### config.mk
export PLATFORM = sky130hd
export DESIGN_NAME = led_output_stage
export DESIGN_NICKNAME = d
export VERILOG_FILES = /design/src/rtl/led_output_stage.sv
export SDC_FILE = /design/constraint.sdc
export NUM_CORES = 1
export LEC_CHECK = 0
export CAP_MARGIN = 40
export CORE_UTILIZATION = 47
export CTS_CLUSTER_DIAMETER = 80
export CTS_CLUSTER_SIZE = 10
export DETAILED_ROUTE_END_ITERATION = 16
export PLACE_DENSITY = 0.66
export SLEW_MARGIN = 15
export SYNTH_ARGS = -nofsm -noshare
export SYNTH_HDL_FRONTEND = slang
export SYNTH_SLANG_ARGS = --single-unit
### constraint.sdc
create_clock -name clk_pwm -period 12.8 [get_ports clk_pwm]
set_input_delay 1.92 -clock clk_pwm [delete_from_list [all_inputs] [get_ports clk_pwm]]
set_output_delay 1.92 -clock clk_pwm [all_outputs]
set_load 0.05 [all_outputs]
### src/rtl/led_output_stage.sv
`default_nettype none
// ============================================================================
// Module   : led_output_stage
// Brief    : Combines per-LED PWM with group dim/blink, applies sleep/invert,
//            and registers the four LED pad drives.
// Revision : 1.0
// ============================================================================
module led_output_stage #(
    parameter int BLINK_DIV = 64
) (
    input  logic       clk_pwm,
    input  logic       rst,
    input  logic       sleep,
    input  logic [3:0] pwm_individual,
    input  logic [7:0] grppwm_reg,
    input  logic [7:0] grpfreq_reg,
    input  logic       dmblnk_reg,
    input  logic [7:0] ledout_reg,
    input  logic       invert,
    output logic [3:0] led_out,
    output logic       grp_sync
);

    localparam int                 c_PRE_W   = $clog2(BLINK_DIV);
    localparam logic [c_PRE_W-1:0] c_PRE_MAX = c_PRE_W'(BLINK_DIV - 1);
    localparam logic [c_PRE_W-1:0] c_PRE_ONE = c_PRE_W'(1);

    logic [c_PRE_W-1:0] r_pre;
    logic [7:0]         r_dim_cnt;
    logic [7:0]         r_blink_cnt;
    logic [7:0]         r_grppwm_s;
    logic [7:0]         r_grpfreq_s;
    logic               r_dmblnk_s;

    logic               w_tick;
    logic               w_dim_wrap;
    logic               w_blink_wrap;
    logic               w_boundary;
    logic               w_mode_chg;
    logic               w_grp_on;
    logic [16:0]        w_blink_thr;
    logic [3:0]         w_sel;
    logic [3:0]         w_led_nxt;

    assign w_tick       = (r_pre == c_PRE_MAX);
    assign w_dim_wrap   = (r_dim_cnt == 8'hFF);
    assign w_blink_wrap = w_tick && (r_blink_cnt == r_grpfreq_s);
    assign w_boundary   = r_dmblnk_s ? w_blink_wrap : w_dim_wrap;
    assign w_mode_chg   = w_boundary && (dmblnk_reg != r_dmblnk_s);

    // Full-width product so the blink on-fraction never truncates (max 255*256).
    assign w_blink_thr = 17'(r_grppwm_s) * (17'(r_grpfreq_s) + 17'd1);
    assign w_grp_on    = r_dmblnk_s ? ({1'b0, r_blink_cnt, 8'h00} < w_blink_thr)
                                    : (r_dim_cnt < r_grppwm_s);

    // Select: 00 off, 01 on, 10 individual PWM, 11 individual PWM gated by group.
    for (genvar gi = 0; gi < 4; gi++) begin : g_led_sel
        assign w_sel[gi] = ledout_reg[2*gi+1]
                         ? (pwm_individual[gi] & (~ledout_reg[2*gi] | w_grp_on))
                         : ledout_reg[2*gi];
    end

    assign w_led_nxt = (sleep ? 4'h0 : w_sel) ^ {4{invert}};

    always_ff @(posedge clk_pwm or posedge rst) begin
        if (rst) begin
            r_pre       <= '0;
            r_dim_cnt   <= 8'h00;
            r_blink_cnt <= 8'h00;
            r_grppwm_s  <= 8'hFF;
            r_grpfreq_s <= 8'h00;
            r_dmblnk_s  <= 1'b0;
            grp_sync    <= 1'b0;
            led_out     <= 4'h0;
        end else begin
            led_out <= w_led_nxt;
            if (sleep) begin
                r_pre       <= '0;
                r_dim_cnt   <= 8'h00;
                r_blink_cnt <= 8'h00;
                r_grppwm_s  <= grppwm_reg;
                r_grpfreq_s <= grpfreq_reg;
                r_dmblnk_s  <= dmblnk_reg;
                grp_sync    <= 1'b0;
            end else begin
                grp_sync <= w_boundary;
                if (w_boundary) begin
                    r_grppwm_s  <= grppwm_reg;
                    r_grpfreq_s <= grpfreq_reg;
                    r_dmblnk_s  <= dmblnk_reg;
                end
                if (w_mode_chg) begin
                    r_pre       <= '0;
                    r_dim_cnt   <= 8'h00;
                    r_blink_cnt <= 8'h00;
                end else begin
                    r_pre     <= w_tick ? '0 : (r_pre + c_PRE_ONE);
                    r_dim_cnt <= r_dim_cnt + 8'd1;
                    if (w_tick) begin
                        r_blink_cnt <= w_blink_wrap ? 8'h00 : (r_blink_cnt + 8'd1);
                    end
                end
            end
        end
    end

endmodule
`default_nettype wire

# == Word level (Yosys, flattened, before mapping) ==
# Cells that the tools add are included.
# op_classes
add_sub_neg,4
n_mul,1
magnitude_cmp,2
eq_ne,4
muxes,23
bitwise,13
reduce_logical,4
# op_table
operator,count
$mux 8,10
$mux 6,3
$lt 16x17->1,1
$mul 8x9->17,1
$add 8x1->8 const B,2
$add 8x1->9 const B,1
$mux 1,9
$eq 8x8->1,1
$eq 8x8->1 const B,1
$lt 8x8->1,1
$add 6x1->6 const B,1
$eq 6x6->1 const B,1
$and 1x1->1,4
$mux 4,1
$not 1->1,4
$or 1x1->1,4
$xor 4x4->4,1
$reduce_bool 3->1,1
$logic_and 1x1->1,2
$reduce_bool 2->1,1
$ne 1x1->1,1
# totals
register_bits,44
in_bits,33
word_cells,59

# == Longest topological paths before layout ==
# Gate-level depths: netlist (run 1).
# logic_depth
word_depth,9
ltp_mapped,28
ltp_nobuf,27

# == Worst setup path before layout (run 1) ==
# No wires, ideal clock.
# synth_path
path_kind,reg2reg
startpoint,register r_grpfreq_s[0]
endpoint,register led_out[2]
setup_ps,132
arrival_time_ps,6334
required_time_ps,12668
path_slack_ps,6334
stages_incl_launch_ff,29
n_path_buf,1
cell_sequence,dfrtp_1 -> buf_4 -> and3_1 -> nand3_1 -> xor2_1 -> nand2b_1 -> fa_1 -> fa_1 -> inv_1 -> fa_1 -> inv_1 -> fa_1 -> inv_1 -> ha_1 -> o21ai_0 -> nand2_1 -> a31oi_1 -> o21ai_0 -> a21o_2 -> a21oi_1 -> xor2_1 -> ha_1 -> nand2_1 -> nor3_1 -> nand4_1 -> o31a_1 -> a22o_4 -> o21ai_1 -> or3b_1
# synth_between
elab_chain_len,9
# synth_lines
item,line,source
"start, declared",32,logic [7:0] r_grpfreq_s;
"start signal, assigned",82,r_grpfreq_s <= grpfreq_reg;
"start signal, assigned",89,r_grpfreq_s <= grpfreq_reg;
$add 8x1->9,52,assign w_blink_thr = 17'(r_grppwm_s) * (17'(r_grpfreq_s) + 17'd1);
$mul 8x9->17,52,
$lt 16x17->1,53,"assign w_grp_on = r_dmblnk_s ? ({1'b0, r_blink_cnt, 8'h00} < w_blink_thr)"
$mux 1,53,
$or 1x1->1,59,? (pwm_individual[gi] & (~ledout_reg[2*gi] | w_grp_on))
$and 1x1->1,59,
$mux 1,59,
$mux 4,63,assign w_led_nxt = (sleep ? 4'h0 : w_sel) ^ {4{invert}};
$xor 4x4->4,63,
net w_led_nxt[2],43,logic [3:0] w_led_nxt;
"end signal, assigned",76,led_out <= w_led_nxt;
"end, declared",20,"output logic [3:0] led_out,"
# The timed path passes the listed nets, and every way through them passes these cells.
# A chain may end at the register's enable or synchronous reset.

# == Worst setup path in the final report (run 1) ==
# Same ends and word-level chain as after synthesis.

==> results.md, run 1 <==
* Status: complete, no violations
* Pre-Repair DR Iteration Count at 5
* Critical Path Source: r_grpfreq_s[0]
* Synth async-reset ratio at 100%
* Vias at approximately 3,900
* Cells after Synth at between 500 and 600
* Synth area leader: dfrtp_1
* WL/cell at 15.9 µm
* TritonCTS buffer count at 5
* ANT nets after route at 0
* Fraction of layout cells with a size suffix above 1 at ~7.5%
* WP data arrival at between 7000 and 8000 ps
* Hold Path Depth at 1
* R2R depth at 27
* # IOs at 38
* Ant. Diodes at 0
* Placed instance count at ~710
* FMAX at between 100 and 150 MHz
* Power Total at between 1 and 1.5 mW
* Final wirelength at 11,400 µm
* Clock latency on the worst-skew pair at approximately 320 ps
* Reg2reg start: r_grpfreq_s[0]
* Avg Cell Area, Syn at roughly 9.1 µm²
* Die height at between 100 and 150 µm
* Storage cell area at ~1100 µm²
* Hold path start: r_pre[0]
* Routability Congestion at 0.950
* Post-Layout Cell Count at between 700 and 800
* DR iter-0 viols at between 200 and 250
* Setup TNS at 0 ps
* Synth Cell Area at ~5000 µm²
* Sequential-to-total area share from yosys stat at between 20% and 30%
* Yosys warnings at 0
* Final min period at ~7300 ps
* Startpoint Class: flop
* Fill cell count at ~970
* Layout area overhead at 12.9%
* Die area at 10,900 µm²
* Via density at ~5.3
* Final Hold Fails at 0
* CTS Hold Buffers Added at 0
* Number of synthesized flops with an enable pin at 0
* Worst-path clk slew at 100 ps
* Final period util at around 57%
* Critical path required time at between 10,000 and 15,000 ps
* Top FF cell, synth: dfrtp_1
* Share of the synthesized area in the top cell type at a little under a fifth
* Core footprint at 10,300 µm²
* Count of cell types in the netlist at 51
* Largest net degree at the start of global routing at 34
* Resize count post-CTS at 0
* Clock root buffer: clkbuf_8
* Overall Global Routing Usage at 22.6%
* # Post-CTS Setup Buffers at 0
* Final setup vio count at 0
* CP Max Fanout at 12
* Port Buf Inserts at 37
* Hold crit path type: reg -> reg
* H-tree Lvls at 2
* WHS at ~480 ps
* Final nets at between 700 and 800
* Initial antenna violation count at 0
* Overflow left after global routing at 0
* Worst Skew at approximately 14 ps
* Peak VDD IR at ~0.000080 V
* Commonest cells post-synth: inv_1 (75), nor2_1 (60), ha_1 (56)
* Initial core utilization at about 48%
* Most frequent cell after synthesis: inv_1
* Clock buffer depth at 2
* R2R Setup Slk at 5490 ps
* Number of global-route vias before repair at approximately 4,000
* Synth top area cells: dfrtp_1 (18%), fa_1 (17%), ha_1 (14%)
* Hold Path End: r_pre[0]
* First-pass GRT wire length at 19,600 µm
* Multi-input gate area at between 3000 and 4000 µm²
* Setup ws final at between 5000 and 6000 ps
* Leakage at roughly 2.7 nW
* Die W at ~100 µm
* Synth Net Count at 677
* Final HPWL DP at roughly 9400 µm
* Max_slew headroom at roughly 49%
* DRC at 0
* Critical path endpoint category: flop
* RSZ-0062 raised after global routing: no
* WS Path Type: reg -> reg
* Power Density at around 190 nW/µm²
* Clock sinks at 44
* Fin. max-slew vios at 0
* Reg2reg end: led_out[2]
* # rows at 37
* Setup WS pre-CTS at roughly 5700 ps
* Slew @ Worst Pin at between 700 and 800 ps
* Max Cap Viol at 0
* TritonCTS clock tree: built
* Register bit total from synthesis at 44
==> registers in the layout (all words and copies together) (netlist names) <==
| register | cells |
|---|---|
| grp_sync | 1 |
| r_dim_cnt | 8 |
| led_out | 4 |
| r_grppwm_s | 8 |
| r_blink_cnt | 8 |
| r_grpfreq_s | 8 |
| r_pre | 6 |
| r_dmblnk_s | 1 |
==> power breakdown <==
part           total (mW)  switching (mW)  internal [mW]
logic               0.782           0.456          0.327
registers           0.164          0.0144          0.149
clock network       0.113          0.0540         0.0589
total                1.06           0.524          0.535
==> cells in the final DEF (no fill, tap or decap), types with 2 or more instances in the layout <==
master           netlist  routed
nor2_1                60      60
dfstp_2                8       8
a21o_1                 2       2
o21ai_0               21      21
nor4_1                 3       3
a22oi_1                3       3
nand2_1               32      32
fa_1                  42      42
nor3_1                 7       7
or2_2                  3       3
dfrtp_1               36      36
mux2i_1                3       3
a211oi_1               5       5
a21oi_1               18      18
and2_1                22      22
clkbuf_8               0       5
nor2b_1                7       7
o2111ai_1              5       5
ha_1                  56      56
a31oi_1                4       4
o21ai_1                4       4
and3_1                10      10
clkdlybuf4s50_1        0      37
o211ai_1               5       5
xor2_1                26      26
nand4_1                5       5
nand3_1               19      19
mux2_2                16      16
xnor2_1               10      10
inv_1                 75      74
nand2b_1              11      11
o21a_1                 3       3
==> through the flow <==
step	area [µm²]	util, %
6_report	5580	54.3
3_3_place_gp	5440	52.9
5_1_grt	5580	54.3
4_1_cts	5580	54.3
2_1_floorplan	4940	-
3_5_place_dp	5470	53.2
==> layout make-up <==
class | count | share of cell area [%]
multi-input cells | 419 | 62.8
flip-flops and latches | 44 | 19.9
repair buffers | 39 | 7.13
inverters | 75 | 5.04
well taps | 136 | 3.05
clock buffers | 5 | 1.23
clock inverters | 3 | 0.829
==> kinds of logic (layout without fill, tap and decap cells) <==
kind of cell / Yosys count / in the layout / synth area share [%]
and+or+nand+nor: 188 / 188 / 19.0
buffers and inverters: 83 / 122 / 6.58
DFF: 44 / 44 / 22.5
AOI/OAI and AO/OA: 77 / 77 / 9.92
xor gates and xnor gates: 36 / 36 / 6.38
adders and majority gates: 98 / 98 / 31.2
muxes: 20 / 20 / 4.53
==> worst max path at each step <==
stage / endpoint / slack (ps)
2_1_floorplan: led_out[2] / 6330
3_3_place_gp: led_out[2] / 5900
3_5_place_dp: led_out[2] / 5650
4_1_cts: led_out[2] / 5580
5_1_grt: led_out[2] / 5040
6_report: led_out[2] / 5490
==> per-layer routing <==
layer  global-route usage (%)  up-vias  share of wire, %
met5                        0        -                 0
met4                     6.74        0               1.8
met3                     2.68       18               4.4
met2                     38.6      104                48
met1                     29.9     1845                46
li1                         -     1888                 -
==> critical path, stage by stage (launching register included) <==
cell      delay (ps)
dfrtp_1          570
ha_1             250
nand3_1          120
xor2_1           500
nand2b_1         210
fa_1             430
fa_1             490
inv_1             50
fa_1             520
inv_1             50
fa_1             570
inv_1             50
ha_1             320
o21ai_0          190
nand2_1           90
a31oi_1          240
o21ai_0          180
a21o_2           250
a21oi_1          170
xor2_1            90
ha_1             290
nand2_1           60
nor3_1           270
nand4_1          150
o31a_1           330
a22o_4           250
o21ai_1          110
or3b_1           350
(Power assumes the default switching activity.)
==> run 2, diff against run 1 <==
clock period = 7.05 ns   (was 12.8 ns; I/O delays follow)
==> results.md, run 2 (synthesis results as in run 1) <==
* Hold crit path type: reg -> reg
* Slowest stage cell, crit path: fa_1
* Clock root buffer: clkbuf_8
* P_int at 1.00 mW
* Final wirelength at 11,900 µm
* Die area at between 10,000 and 15,000 µm²
* # rows at 37
* Sw Ratio at just under 50%
* First-pass GRT wire length at roughly 20,000 µm
* Final setup vio count at 0
* Final min period at about 6800 ps
* Max_slew headroom at 56.9%
* Pre-Repair DR Iteration Count at 5
* Clock sinks at between 40 and 50
* FMAX at around 150 MHz
* WL/cell at around 16 µm
* CP Max Fanout at 6
* Die W at 105 µm
* WS Path Type: reg -> reg
* Overflow left after global routing at 0
* Final nets at between 700 and 800
* Worst Path Buf+Inv at 3
* Final Hold Fails at 0
* Slew @ Worst Pin at approximately 640 ps
* Clock buffer depth at 2
* R2R Setup Slk at 270 ps
* CTS Hold Buffers Added at 0
* Layout area overhead at 15.4%
* Final Util at between 50% and 60%
* Power Density at 350 nW/µm²
* Startpoint Class: flop
* Die height at ~100 µm
* H-tree Lvls at 2
* TritonCTS clock tree: built
* Number of global-route vias before repair at ~4,000
* Port Buf Inserts at 37
* Critical path required time at between 7000 and 8000 ps
* Clock latency on the worst-skew pair at 310 ps
* Initial core utilization at 48.1%
* Max incr delay on CP at just under 600 ps
* Status: complete, no violations
* Critical path endpoint category: flop
* Worst Skew at 9.73 ps
* Final period util at around 96%
* Initial antenna violation count at 0
* Fraction of layout cells with a size suffix above 1 at between 10% and 20%
* Vias at 3,959
* Leakage at roughly 2.8 nW
* DR iter-0 viols at slightly below 200
* Setup WS pre-CTS at 234 ps
* Clk network pwr share at a little over a tenth
* Core footprint at 10,300 µm²
* Via density at about 5.4
* Top delay family on crit path: adder cells
* Overall Global Routing Usage at 23.1%
* Switching Power at ~0.99 mW
* # IOs at 38
* Combinational Power Share at approximately three quarters
* TritonCTS buffer count at 5
* Placed instance count at just over 700
* Flop pwr share at approximately 15%
* Post-Layout Cell Count at roughly 730
* Fin. max-slew vios at 0
* Max Cap Viol at 0
* CP dominant cell by count: fa_1
* Commonest non-fill, non-tap cell in the layout: inv_1
* DRC at 0
* Setup ws final at roughly 270 ps
* Peak VDD IR at 0.000191 V
* Most frequent cells in the layout: inv_1 (74), nor2_1 (59), ha_1 (56), fa_1 (42), clkdlybuf4s50_1 (37)
* Worst-path clk slew at approximately 90 ps
* ANT nets after route at 0
* WHS at roughly 470 ps
* Ant. Diodes at 0
* Final HPWL DP at 9670 µm
* Routability Congestion at ~0.95
* Power Total at approximately 2 mW
* WP data arrival at 6970 ps
* Largest net degree at the start of global routing at 33
[run 2: repair_timing]
action                                  CTS  global route
gates resized for setup                   0             9
buffers inserted                          0             1
endpoints found under the setup margin    0             4
[run 2: routing by layer]
metal  wire, µm  vias up  global-route usage (%)
li1           -     1913                       -
met2       5600      122                    38.8
met4        444        0                    10.4
met3        474       30                    2.56
met5          0        -                       0
met1       5350     1894                    30.0
[run 2: through the flow]
| step | TNS [ps] | instance area (µm²) |
|---|---|---|
| final | 0 | 5710 |
| after global routing | -166 | 5710 |
| after CTS | 0 | 5670 |
| after detailed placement | 0 | 5540 |
| after global placement | 0 | 5520 |
| after floorplan | 0 | 4940 |
[run 2: layout make-up]
| class | instances | area [µm²] |
|---|---|---|
| fillers | 947 | 4570 |
| multi-input cells | 419 | 3540 |
| flip-flops and latches | 44 | 1110 |
| repair buffers | 50 | 480 |
| inverters | 75 | 282 |
| well taps | 136 | 170 |
| clock buffers | 6 | 82.6 |
| clock inverters | 2 | 38.8 |
[run 2: power groups by stage]
stage	clock network [mW]	registers (mW)	logic [mW]
floorplan	0	0.298	1.06
global placement	0	0.300	1.38
detailed placement	0	0.300	1.41
CTS	0.218	0.295	1.42
global route	0.223	0.298	1.69
finish	0.209	0.295	1.49
[run 2: worst paths after layout]
| path | start | end | depth (start not counted) |
|---|---|---|---|
| max | r_grpfreq_s[1] | led_out[2] | 27 |
| max in group asynchronous | rst | r_grppwm_s[4] | 3 |
| min in group asynchronous | rst | r_grpfreq_s[5] | 2 |
| min | r_pre[0] | r_pre[0] | 1 |
| max reg2reg | r_grpfreq_s[1] | led_out[2] | 27 |
| min reg2reg | r_pre[0] | r_pre[0] | 1 |
==> run 3, diff against run 2 <==
CORE_UTILIZATION = 60   (was 47)
PLACE_DENSITY = 0.82   (was 0.66)
SLEW_MARGIN = not set   (was 15)
==> results.md, run 3 (synthesis results as in run 1) <==
* Status: complete, no violations
* First-pass GRT wire length at 19,700 µm
* Worst setup path end: led_out[2]
* R2R depth at 27
* Commonest non-fill, non-tap cell in the layout: inv_1
* RSZ-0062 raised after global routing: no
* Critical Path Source: r_grpfreq_s[0]
* Hold crit path type: reg -> reg
* Power Total at 1.98 mW
* Top delay family on crit path: adder cells
* Peak VDD IR at 0.000294 V
* WL/cell at around 17 µm
* WP data arrival at a little under 7000 ps
* CP Max Fanout at 8
* Fin. max-slew vios at 0
* Via density at 5.92
* Worst Path Buf+Inv at 3
* Die W at slightly above 90 µm
* Overall Global Routing Usage at between 20% and 30%
* Vias at approximately 4,100
* Sw Ratio at about 50%
* Critical Path Stages at 27
* Layout area overhead at 13.9%
* Final period util at a little over nine tenths
* Startpoint Class: flop
* Die height at around 90 µm
* WS Path Type: reg -> reg
* Slew @ Worst Pin at between 800 and 900 ps
* Number of global-route vias before repair at slightly above 4,000
* Reg2reg end: led_out[2]
* TritonCTS clock tree: built
* Clock buffer depth at 2
* Combinational Power Share at between 70% and 80%
* Final wirelength at 12,000 µm
* Final HPWL DP at ~9700 µm
* # rows at 32
* Worst-path clk slew at roughly 100 ps
* Worst Skew at approximately 7.4 ps
* Routability Congestion at ~0.94
* ANT nets after route at 0
* # IOs at 38
* Ant. Diodes at 0
* Most frequent cells in the layout: inv_1 (74), nor2_1 (60), ha_1 (55), fa_1 (42), clkdlybuf4s50_1 (37)
* Max incr delay on CP at 550 ps
* Fraction of layout cells with a size suffix above 1 at under 10%
* Switching Power at 0.991 mW
* Flop pwr share at roughly 15%
* Clk network pwr share at 10.4%
* DRC at 0
* Port Buf Inserts at 37
* Core footprint at slightly below 8000 µm²
* Clock root buffer: clkbuf_8
* DR iter-0 viols at around 240
* Hold path start: r_pre[0]
* Die area at 8610 µm²
* Final nets at slightly above 700
* Leakage at between 2 and 3 nW
* Overflow left after global routing at 0
* FMAX at roughly 150 MHz
* CP dominant cell by count: fa_1
* Initial antenna violation count at 0
* Max_slew headroom at about two fifths
* R2R Setup Slk at 310 ps
* Max Cap Viol at 0
* Largest net degree at the start of global routing at 35
* TritonCTS buffer count at 5
* Pre-Repair DR Iteration Count at 6
* P_int at around 0.99 mW
* Final Hold Fails at 0
* Initial core utilization at between 60% and 70%
* Clock sinks at 44
* Final min period at about 6700 ps
* Critical path required time at around 7300 ps
* Clock latency on the worst-skew pair at slightly above 300 ps
* Reg2reg start: r_grpfreq_s[0]
* Setup TNS at 0 ps
* Final setup vio count at 0
* # Post-CTS Setup Buffers at 0
* H-tree Lvls at 2
* Slowest stage cell, crit path: fa_1
* Power Density at roughly 350 nW/µm²
* Critical path endpoint category: flop
==> run 3: cell types whose count changed in the layout (fill, tap and decap cells not counted), sizes merged <==
cell,change
buf,-5
inv,+1
clkinv,-1
clkinvlp,+1
clkbuf,-1
==> run 3: per-stage QoR <==
| step | utilization, % | hold slack (ps) | instance area [µm²] | std cells | setup WS (ps) |
|---|---|---|---|---|---|
| floorplan | - | 432 | 4940 | 546 | 584 |
| global placement | 69.5 | 461 | 5450 | 684 | 400 |
| detailed placement | 69.7 | 474 | 5470 | 685 | 159 |
| CTS | 71.2 | 490 | 5590 | 693 | 130 |
| global route | 71.8 | 508 | 5630 | 693 | 48.1 |
| finish | 71.8 | 483 | 5630 | 693 | 312 |
==> run 3: worst min path at each step <==
stage | depth (start not counted) | slack, ps | endpoint
3_5_place_dp | 1 | 470 | r_pre[0]
5_1_grt | 1 | 510 | r_pre[0]
4_1_cts | 1 | 490 | r_pre[0]
3_3_place_gp | 1 | 460 | r_pre[0]
2_1_floorplan | 1 | 430 | r_pre[0]
6_report | 1 | 480 | r_pre[0]
==> run 3: power groups by stage <==
stage          combinational, mW  sequential (mW)  clock (mW)
2_1_floorplan               1.06            0.298           0
4_1_cts                     1.43            0.296       0.208
3_3_place_gp                1.35            0.301           0
5_1_grt                     1.66            0.300       0.218
6_report                    1.48            0.298       0.207
3_5_place_dp                1.40            0.301           0
==> run 3: layout make-up <==
cell class	instances	area [µm²]
Clock buffer	5	68.8
Fill cell	621	2210
Multi-Input combinational cell	419	3550
Inverter	75	282
Timing Repair Buffer	45	443
Tap cell	102	128
Sequential cell	44	1110
Clock inverter	3	46.3
==> run 3: what timing repair did <==
action                                  in CTS  in global routing
gates resized for setup                      0                 11
endpoints found under the setup margin       0                  4
hold buffers                                 0                  0
==> run 3: routing by layer <==
layer | up-vias | global-route usage (%) | part of all wire, %
met5 | - | 0 | 0
met1 | 2014 | 37.9 | 42
met2 | 155 | 51.2 | 50
met4 | 0 | 10.8 | 3.1
met3 | 30 | 3.94 | 5.4
li1 | 1903 | - | -
